$ cat src/rtl/ascon_pkg.sv
// Shared types and widths for the ASCON core session arbiter.
//   arb_state_e : session state machine encoding
//   ASCON_KEY_W : key / nonce / tag width
//   ASCON_BLK_W : stream data width per requester
package ascon_pkg;

  localparam int unsigned NUM_REQ     = 2;
  localparam int unsigned ASCON_KEY_W = 128;
  localparam int unsigned ASCON_BLK_W = 64;
  localparam int unsigned BLK_CNT_W   = 8;

  typedef enum logic [2:0] {
    IDLE,
    START,
    RUN,
    HOLD,
    FAULT
  } arb_state_e;

endpackage

$ cat src/rtl/rr_arbiter2.sv
// Two-way round-robin pick.
//   req_i        : pending requests
//   last_owner_i : requester served most recently (loses a tie)
//   gnt_c_o      : one-hot winner, 0 when nothing is requested (combinational)
module rr_arbiter2 (
  input  logic [1:0] req_i,
  input  logic       last_owner_i,
  output logic [1:0] gnt_c_o
);

  // The requester that did not own the core last time has priority.
  always_comb begin
    gnt_c_o = 2'b00;
    if (last_owner_i) begin
      if (req_i[0])      gnt_c_o = 2'b01;
      else if (req_i[1]) gnt_c_o = 2'b10;
    end else begin
      if (req_i[1])      gnt_c_o = 2'b10;
      else if (req_i[0]) gnt_c_o = 2'b01;
    end
  end

endmodule

$ cat src/rtl/ascon_core_arbiter.sv
// Session-level arbiter sharing one ascon_aead core between the host front-end
// (requester 0) and the SNN result packer (requester 1).
//   clk, rst_n          : clock, asynchronous active-low reset
//   req/req_decrypt     : per-requester session request and mode
//   req_key/req_nonce   : per-requester key/nonce, [127:0] = requester 0
//   grant               : one-hot session owner
//   s_* / m_*           : per-requester input/output streams (routed to owner)
//   done/tag/auth_fail  : session completion pulse and latched result
//   blk_cnt             : input blocks accepted in the last session (saturating)
//   fault               : sticky stall flag, cleared only by reset
//   core_*              : connection to the shared ascon_aead core
// Stream routing is combinational so RUN adds no latency; all other outputs
// are registered.
module ascon_core_arbiter
  import ascon_pkg::*;
#(
  parameter int unsigned TIMEOUT_CYCLES = 4096
) (
  input  logic                             clk,
  input  logic                             rst_n,
  input  logic [NUM_REQ-1:0]               req,
  input  logic [NUM_REQ-1:0]               req_decrypt,
  input  logic [NUM_REQ*ASCON_KEY_W-1:0]   req_key,
  input  logic [NUM_REQ*ASCON_KEY_W-1:0]   req_nonce,
  output logic [NUM_REQ-1:0]               grant,
  input  logic [NUM_REQ-1:0]               s_tvalid,
  input  logic [NUM_REQ-1:0]               s_tlast,
  input  logic [NUM_REQ*ASCON_BLK_W-1:0]   s_tdata,
  output logic [NUM_REQ-1:0]               s_tready,
  output logic [NUM_REQ-1:0]               m_tvalid,
  output logic [NUM_REQ-1:0]               m_tlast,
  output logic [ASCON_BLK_W-1:0]           m_tdata,
  input  logic [NUM_REQ-1:0]               m_tready,
  output logic [NUM_REQ-1:0]               done,
  output logic [ASCON_KEY_W-1:0]           tag,
  output logic                             auth_fail,
  output logic [BLK_CNT_W-1:0]             blk_cnt,
  output logic                             fault,
  output logic                             core_start_enc,
  output logic                             core_start_dec,
  output logic [ASCON_KEY_W-1:0]           core_key,
  output logic [ASCON_KEY_W-1:0]           core_nonce,
  output logic                             core_s_tvalid,
  input  logic                             core_s_tready,
  output logic [ASCON_BLK_W-1:0]           core_s_tdata,
  output logic                             core_s_tlast,
  input  logic                             core_m_tvalid,
  output logic                             core_m_tready,
  input  logic [ASCON_BLK_W-1:0]           core_m_tdata,
  input  logic                             core_m_tlast,
  input  logic [ASCON_KEY_W-1:0]           core_tag,
  input  logic                             core_tag_valid,
  input  logic                             core_auth_fail,
  input  logic                             core_busy
);

  localparam int unsigned TO_W = $clog2(TIMEOUT_CYCLES + 1);

  arb_state_e             state_q, state_d;
  logic                   owner_q, owner_d;
  logic                   last_owner_q, last_owner_d;
  logic                   dec_q, dec_d;
  logic [ASCON_KEY_W-1:0] key_q, key_d;
  logic [ASCON_KEY_W-1:0] nonce_q, nonce_d;
  logic [NUM_REQ-1:0]     grant_q, grant_d;
  logic                   start_enc_q, start_enc_d;
  logic                   start_dec_q, start_dec_d;
  logic [NUM_REQ-1:0]     done_q, done_d;
  logic [ASCON_KEY_W-1:0] tag_q, tag_d;
  logic                   auth_fail_q, auth_fail_d;
  logic [BLK_CNT_W-1:0]   blk_cnt_q, blk_cnt_d;
  logic                   fault_q, fault_d;
  logic [TO_W-1:0]        to_cnt_q, to_cnt_d;

  logic [1:0] pick_c;
  logic       run_c;
  logic       s_hs_c;
  logic       m_hs_c;

  rr_arbiter2 u_rr (
    .req_i        (req),
    .last_owner_i (last_owner_q),
    .gnt_c_o      (pick_c)
  );

  // Stream routing: only the owner is connected, and only while in RUN.
  always_comb begin
    run_c         = (state_q == RUN);
    s_tready      = '0;
    m_tvalid      = '0;
    m_tlast       = '0;
    core_s_tvalid = 1'b0;
    core_s_tlast  = 1'b0;
    core_s_tdata  = '0;
    core_m_tready = 1'b0;
    m_tdata       = '0;
    if (run_c) begin
      core_s_tvalid     = s_tvalid[owner_q];
      core_s_tlast      = s_tlast[owner_q];
      core_s_tdata      = owner_q ? s_tdata[2*ASCON_BLK_W-1:ASCON_BLK_W]
                                  : s_tdata[ASCON_BLK_W-1:0];
      s_tready[owner_q] = core_s_tready;
      m_tvalid[owner_q] = core_m_tvalid;
      m_tlast[owner_q]  = core_m_tlast;
      core_m_tready     = m_tready[owner_q];
      m_tdata           = core_m_tdata;
    end
    s_hs_c = core_s_tvalid & core_s_tready;
    m_hs_c = core_m_tvalid & core_m_tready;
  end

  // Session state machine and registered outputs.
  always_comb begin
    state_d      = state_q;
    owner_d      = owner_q;
    last_owner_d = last_owner_q;
    dec_d        = dec_q;
    key_d        = key_q;
    nonce_d      = nonce_q;
    grant_d      = grant_q;
    start_enc_d  = 1'b0;
    start_dec_d  = 1'b0;
    done_d       = '0;
    tag_d        = tag_q;
    auth_fail_d  = auth_fail_q;
    blk_cnt_d    = blk_cnt_q;
    fault_d      = fault_q;
    to_cnt_d     = to_cnt_q;

    unique case (state_q)
      IDLE: begin
        if (|pick_c) begin
          owner_d     = pick_c[1];
          key_d       = pick_c[1] ? req_key[2*ASCON_KEY_W-1:ASCON_KEY_W]
                                  : req_key[ASCON_KEY_W-1:0];
          nonce_d     = pick_c[1] ? req_nonce[2*ASCON_KEY_W-1:ASCON_KEY_W]
                                  : req_nonce[ASCON_KEY_W-1:0];
          dec_d       = req_decrypt[pick_c[1]];
          grant_d     = pick_c;
          start_enc_d = ~req_decrypt[pick_c[1]];
          start_dec_d = req_decrypt[pick_c[1]];
          state_d     = START;
        end
      end
      START: begin
        blk_cnt_d = '0;
        to_cnt_d  = '0;
        state_d   = RUN;
      end
      RUN: begin
        if (s_hs_c && (blk_cnt_q != {BLK_CNT_W{1'b1}})) begin
          blk_cnt_d = blk_cnt_q + BLK_CNT_W'(1);
        end
        if (s_hs_c || m_hs_c) to_cnt_d = '0;
        else                  to_cnt_d = to_cnt_q + TO_W'(1);
        // A tag in the same cycle as the last idle count still completes the session.
        if (core_tag_valid) begin
          tag_d       = core_tag;
          auth_fail_d = core_auth_fail;
          done_d      = owner_q ? 2'b10 : 2'b01;
          state_d     = HOLD;
        end else if (to_cnt_d == TO_W'(TIMEOUT_CYCLES)) begin
          fault_d = 1'b1;
          grant_d = '0;
          state_d = FAULT;
        end
      end
      HOLD: begin
        if (!core_busy && !req[owner_q]) begin
          grant_d      = '0;
          last_owner_d = owner_q;
          state_d      = IDLE;
        end
      end
      FAULT: begin
        grant_d = '0;
        fault_d = 1'b1;
      end
      default: state_d = IDLE;
    endcase
  end

  always_ff @(posedge clk or negedge rst_n) begin
    if (!rst_n) begin
      state_q      <= IDLE;
      owner_q      <= 1'b0;
      last_owner_q <= 1'b1;
      dec_q        <= 1'b0;
      key_q        <= '0;
      nonce_q      <= '0;
      grant_q      <= '0;
      start_enc_q  <= 1'b0;
      start_dec_q  <= 1'b0;
      done_q       <= '0;
      tag_q        <= '0;
      auth_fail_q  <= 1'b0;
      blk_cnt_q    <= '0;
      fault_q      <= 1'b0;
      to_cnt_q     <= '0;
    end else begin
      state_q      <= state_d;
      owner_q      <= owner_d;
      last_owner_q <= last_owner_d;
      dec_q        <= dec_d;
      key_q        <= key_d;
      nonce_q      <= nonce_d;
      grant_q      <= grant_d;
      start_enc_q  <= start_enc_d;
      start_dec_q  <= start_dec_d;
      done_q       <= done_d;
      tag_q        <= tag_d;
      auth_fail_q  <= auth_fail_d;
      blk_cnt_q    <= blk_cnt_d;
      fault_q      <= fault_d;
      to_cnt_q     <= to_cnt_d;
    end
  end

  assign grant          = grant_q;
  assign core_start_enc = start_enc_q;
  assign core_start_dec = start_dec_q;
  assign core_key       = key_q;
  assign core_nonce     = nonce_q;
  assign done           = done_q;
  assign tag            = tag_q;
  assign auth_fail      = auth_fail_q;
  assign blk_cnt        = blk_cnt_q;
  assign fault          = fault_q;

endmodule
$ cat config.mk
export PLATFORM = sky130hd
export DESIGN_NAME = ascon_core_arbiter
export DESIGN_NICKNAME = d
export VERILOG_FILES = /design/src/rtl/ascon_pkg.sv /design/src/rtl/rr_arbiter2.sv /design/src/rtl/ascon_core_arbiter.sv
export SDC_FILE = /design/constraint.sdc
export NUM_CORES = 1
export LEC_CHECK = 0
export ABC_CLOCK_PERIOD_IN_PS = 2450
export BUFFER_PORTS_ARGS = -buffer_cell sky130_fd_sc_hd__buf_4
export CORE_AREA = 2 2 535 537
export DETAILED_ROUTE_END_ITERATION = 10
export DIE_AREA = 0 0 537 539
export PLACE_DENSITY_LB_ADDON = 0.3
export SYNTH_ARGS = -nofsm -noshare
export SYNTH_HDL_FRONTEND = slang
export SYNTH_HIERARCHICAL = 1
export SYNTH_SLANG_ARGS = --single-unit
$ cat constraint.sdc
create_clock -name clk -period 2.45 [get_ports clk]
set_input_delay 0.3675 -clock clk [delete_from_list [all_inputs] [get_ports clk]]
set_output_delay 0.3675 -clock clk [all_outputs]
set_load 0.05 [all_outputs]
Word level (Yosys, flattened, before mapping)

Cells that the tools add are included.

Add/subtract/negate cells: 2
Multipliers: 0
Divide/modulo/power cells: 0
$lt $le $gt $ge: 3
Eq/ne operators: 12
Shift-type cells: 0
Muxes and demuxes: 53
Bitwise logic cells: 7
Reductions and logical operators: 18

Operators with widths:

| cell                  | count |
|---|---|
| $mux 128              | 2 |
| $mux 64               | 3 |
| $mux 2                | 14 |
| $mux 13               | 2 |
| $pmux 13 s2           | 1 |
| $mux 1                | 21 |
| $pmux 8 s2            | 1 |
| $pmux 3 s5            | 1 |
| $add 13x1->13 const B | 1 |
| $eq 13x13->1 const B  | 1 |
| $mux 3                | 4 |
| $add 8x1->8 const B   | 1 |
| $mux 8                | 1 |
| $ne 8x8->1 const B    | 1 |
| $pmux 2 s4            | 1 |
| $reduce_and 2->1      | 4 |
| $and 2x2->2           | 3 |
| $eq 3x2->1 const B    | 2 |
| $ne 2x2->1 const B    | 3 |
| $reduce_and 5->1      | 1 |
| $lt 1x2->1 const B    | 2 |
| $ne 2x1->1 const B    | 2 |
| $reduce_and 4->1      | 1 |
| $reduce_bool 2->1     | 2 |
| 15 further kinds      | 20 |

Bits in registers: 418
Latch bits: 0
RAM bits: 0
Memory bits (read-only): 0
Input port bits: 850
Output and inout bits: 537
Logic and storage cells: 109
Memories kept: 0

Longest topological paths before layout

Depth after elaboration: 11
Gate-level depth with buffers: 9
Gate-level depth less buffers: 7

Hierarchy

Netlist, hierarchy kept.

Modules (own cells, without submodules):

| module             | instances | cells each | area an instance (sq um) | seq. area each (sq um) |
|---|---|---|---|---|
| ascon_core_arbiter | 1         | 1,811      | 19,672.6                 | 10,461.3 |
| rr_arbiter2        | 1         | 3          | 18.8                     | 0.0 |

Least setup slack after synthesis

Ideal clock, no wire load.

Kind: flip-flop to output port
From: register state_q[0]
To: output port m_tlast[0]
Data arrival time: 2.381 ns
Required time: 2.082 ns
Setup slack: -0.298 ns
Stages on the path, launching flop included: 6
Buffers on the path: 2
Cells stage by stage: dfrtp_1 nand2b_1 or2_2 clkbuf_1 clkbuf_1 nor3b_1

Longest elaborated chain between the ends: 2

Ends and longest elaborated chain:

| element                | RTL line                  | text |
|---|---|---|
| start, declared        | ascon_core_arbiter.sv:59  | `arb_state_e state_q, state_d;` |
| start signal, assigned | ascon_core_arbiter.sv:201 | `state_q <= state_d;` |
| $eq 3x2->1             | ascon_core_arbiter.sv:88  | `run_c = (state_q == RUN);` |
| $mux 2                 | ascon_core_arbiter.sv:97  | `if (run_c) begin` |
| end, declared          | ascon_core_arbiter.sv:31  | `output logic [NUM_REQ-1:0] m_tlast,` |

No other way between the ends.

Final worst setup path

From: register owner_q
To: output port core_s_tdata[3]

Longest elaborated chain between the ends: 2

Ends and longest elaborated chain:

| element                | RTL line                  | text |
|---|---|---|
| start, declared        | ascon_core_arbiter.sv:60  | `logic owner_q, owner_d;` |
| start signal, assigned | ascon_core_arbiter.sv:202 | `owner_q <= owner_d;` |
| $mux 64                | ascon_core_arbiter.sv:100 | `core_s_tdata = owner_q ? s_tdata[2*ASCON_BLK_W-1:ASCON_BLK_W]` |
| $mux 64                | ascon_core_arbiter.sv:97  |  |
| end, declared          | ascon_core_arbiter.sv:45  | `output logic [ASCON_BLK_W-1:0] core_s_tdata,` |

No other way between the ends.

==> impl_metrics.env <==
export IMPL_synth_area_leaders="dfrtp_1 53%, mux2i_1 16%, mux2_2 7.5%"
export IMPL_crit_path_max_incr_delay_ps=440
export IMPL_drv_slew=0
export IMPL_rsz0062_at_grt="true"
export IMPL_firstDrtPassIters=5
export IMPL_p_per_area_nw_per_um2=1351
export IMPL_timing_rr_start="last_owner_q"
export IMPL_hpwlAfterDp_um=150400
export IMPL_tightest_slew_ps=518.1
export IMPL_core_um2=284000
export IMPL_endpoint="core_s_tdata[3]"
export IMPL_syn_avg_cell_area_um2=10.86
export IMPL_setup_viol=137
export IMPL_grt_use_total=0.1217
export IMPL_syn_cell_area_um2=19690
export IMPL_met1_usage=0.1337
export IMPL_initial_utilization=0.06934
export IMPL_numCtsBuffers=57
export IMPL_met3_usage=0.05430
export IMPL_place_inst=6977
export IMPL_whs_ps=53.89
export IMPL_setup_ws_ps=-247.2
export IMPL_crit_buf_inv=4
export IMPL_drt_initial_drc_count=1106
export IMPL_clkTransAtPathRegs_ps=60
export IMPL_crit_required_ps=2080
export IMPL_leakagePower_nw=20.41
export IMPL_preCtsSetupSlack_ps=85.58
export IMPL_maxCapViolCount=0
export IMPL_yosysTopAreaCellShare=0.5299
export IMPL_yosysMostFrequentCell="dfrtp_1"
export IMPL_synth_common_cells="417 x dfrtp_1, 343 x nor2_1, 324 x mux2i_1"
export IMPL_critPathSlowestCell="dfrtp_4"
export IMPL_cts_sinks=418
export IMPL_fin_crit_ps=2697
export IMPL_die_w_um=537
export IMPL_drcViolationCount=0
export IMPL_r2r_setup_slack_ps=90
export IMPL_place_gp_congestion=0.9041
export IMPL_ys_seq_area_frac=0.5313
export IMPL_wl_per_cell_um=23.46
export IMPL_yosysWarnings=6
export IMPL_placedInstanceArea_um2=35690
export IMPL_ys_seq_elements=418
export IMPL_nets=4785
export IMPL_r2r_worst_path_cells=7
export IMPL_via_per_inst=3.007
export IMPL_r2r_end="core_key[103]"
export IMPL_cts_tree="done"
export IMPL_async_flop_share=1.000
export IMPL_startpoint="owner_q"
export IMPL_synth_edff_count=0
export IMPL_irDropWorstVdd_mv=0.8207
export IMPL_cp_cell_sequence="buf_12, buf_12, mux2i_4, buf_4, nor2_2, buf_6"
export IMPL_pin_count=1387
export IMPL_fmax_mhz=370.8
export IMPL_syn_num_nets=2666
export IMPL_busiest_layer="met2"
export IMPL_cts_htree_levels=2
export IMPL_clock_skew_ps=43.90
export IMPL_finalWirelength_um=182700
export IMPL_violations="negative setup slack"
export IMPL_final_setup_tns_ps=-19700
export IMPL_grt_max_degree=81
export IMPL_final_layout_size_suffix_gt1_frac=0.5088
export IMPL_yosysTopAreaCell="dfrtp_1"
export IMPL_period_share=1.101
export IMPL_cp_max_fo=18
export IMPL_crit_family="buffers and inverters"
export IMPL_clock_latency_ps=720
export IMPL_final_area_um2=47140
export IMPL_endpoint_kind="output port"
export IMPL_met2_usage=0.2012
export IMPL_io_buffers=1386
export IMPL_vias=23424
export IMPL_crit_arrival_ps=2330
export IMPL_grt_pass1_vias=24956
export IMPL_critical_path_class="reg2out"
export IMPL_critPathLaunchType="flip-flop"
export IMPL_fin_cells=7791
export IMPL_grt_overflow_total=0
export IMPL_relSlewSlack=0.6447
export IMPL_antenna_found_initial=132
export IMPL_ys_flop_type="dfrtp_1"
export IMPL_syn_inst=1814
export IMPL_num_rows=196
export IMPL_area_growth_pct=139.4
export IMPL_die_y_um=539
export IMPL_cpMostUsedCell="buf_12"
export IMPL_ant_nets=0
export IMPL_crit_cells=6
export IMPL_synth_cell_types=50
export IMPL_worstHoldPathType="in2reg"
export IMPL_dieArea_um2=289400
export IMPL_finalHoldViolations=0
export IMPL_cts_root_buf="clkbuf_16"
export IMPL_grt_pass1_wl_um=234400
export IMPL_status="finished, violations left"
export IMPL_clockBufferDepth=3
==> state kept, by name (all words and copies together), names as in the netlist <==
register	flops
grant	2
done	2
core_nonce	128
last_owner_q	1
core_start_enc	1
to_cnt_q	13
core_key	128
fault	1
tag	128
core_start_dec	1
auth_fail	1
state_q	3
owner_q	1
blk_cnt	8
==> layout by cell type (no fill, tap or decap), drive strengths merged, types with 2 or more instances in the layout <==
cell and instances:
a21oi 260, buf 1592, or2 6, a221oi 2
mux2i 324, nor2 343, dfrtp 417, a21boi 3
nor4 3, and3 9, nand3 9, nand2 20
a22o 3, bufinv 6, and2 70, o21ai 14
diode 53, nor3 5, xor2 7, o31ai 10
o2111ai 3, mux2 132, a21o 3, dlygate4sd3 597
clkinv 7, ha 2, nor3b 5, a31oi 2
nand2b 6, xnor2 2, nand4 2, clkinvlp 2
nor2b 4, clkbuf 89, inv 7, o41ai 2
==> power breakdown <==
group / switching (mW) / leakage (nW) / internal, mW
combinational: 27.4 / 14.7 / 15.1
clock: 3.66 / 0.938 / 5.25
sequential: 2.06 / 4.77 / 10.2
==> stage by stage <==
stage / total power [mW] / util
finish: 63.70 / 0.1660
CTS: 64.11 / 0.1631
detailed placement: 48.44 / 0.1257
global route: 66.83 / 0.1657
global placement: 48.30 / 0.1257
floorplan: 33.10 / -
==> cells by family (layout without fill, tap and decap cells) <==
group	Yosys count	count (layout)	share of synthesized area
simple gates	482	484	0.1074
mux	456	456	0.2404
flops	418	418	0.5313
compound gates	307	307	0.08394
buf+inv	140	2300	0.03171
xor+xnor	9	9	0.004003
fa+ha+maj	2	2	0.001271
other cells	0	53	0
==> layout make-up <==
type / count / area [um2]
Antenna cell: 53 / 132.6
Clock buffer: 85 / 1643
Clock inverter: 17 / 301.5
Fill cell: 31687 / 236800
Inverter: 5 / 18.77
Multi-Input combinational cell: 1258 / 9848
Sequential cell: 418 / 10470
Tap cell: 3762 / 4707
Timing Repair Buffer: 2193 / 20020
==> layer usage <==
metal,vias up,part of all wire
met5,-,0.0032
met4,90,0.054
met3,386,0.11
met2,1191,0.46
met1,11122,0.38
li1,10635,-
==> tightest hold or removal path, stage by stage <==
cell and delay (ps):
buf_4 80, mux2i_1 120, a21oi_1 170
==> worst min-delay path by stage <==
stage              startpoint              to  cells past startpoint
2_1_floorplan           rst_n       auth_fail                      0
3_3_place_gp            rst_n         tag[29]                      1
3_5_place_dp            rst_n         tag[62]                      1
4_1_cts        req_nonce[149]  core_nonce[21]                      3
5_1_grt        req_nonce[157]  core_nonce[29]                      3
6_report        req_nonce[96]  core_nonce[96]                      3
==> timing repair <==
action                                  CTS  global route
setup buffers                            41             9
resized for setup                       450           174
endpoints found under the setup margin  137           168
pin swaps                                62            37
hold endpoints to repair                493             0
hold buffers                            597             0
cloned                                   24             4
Note: power is estimated with default switching activity, not from simulation.
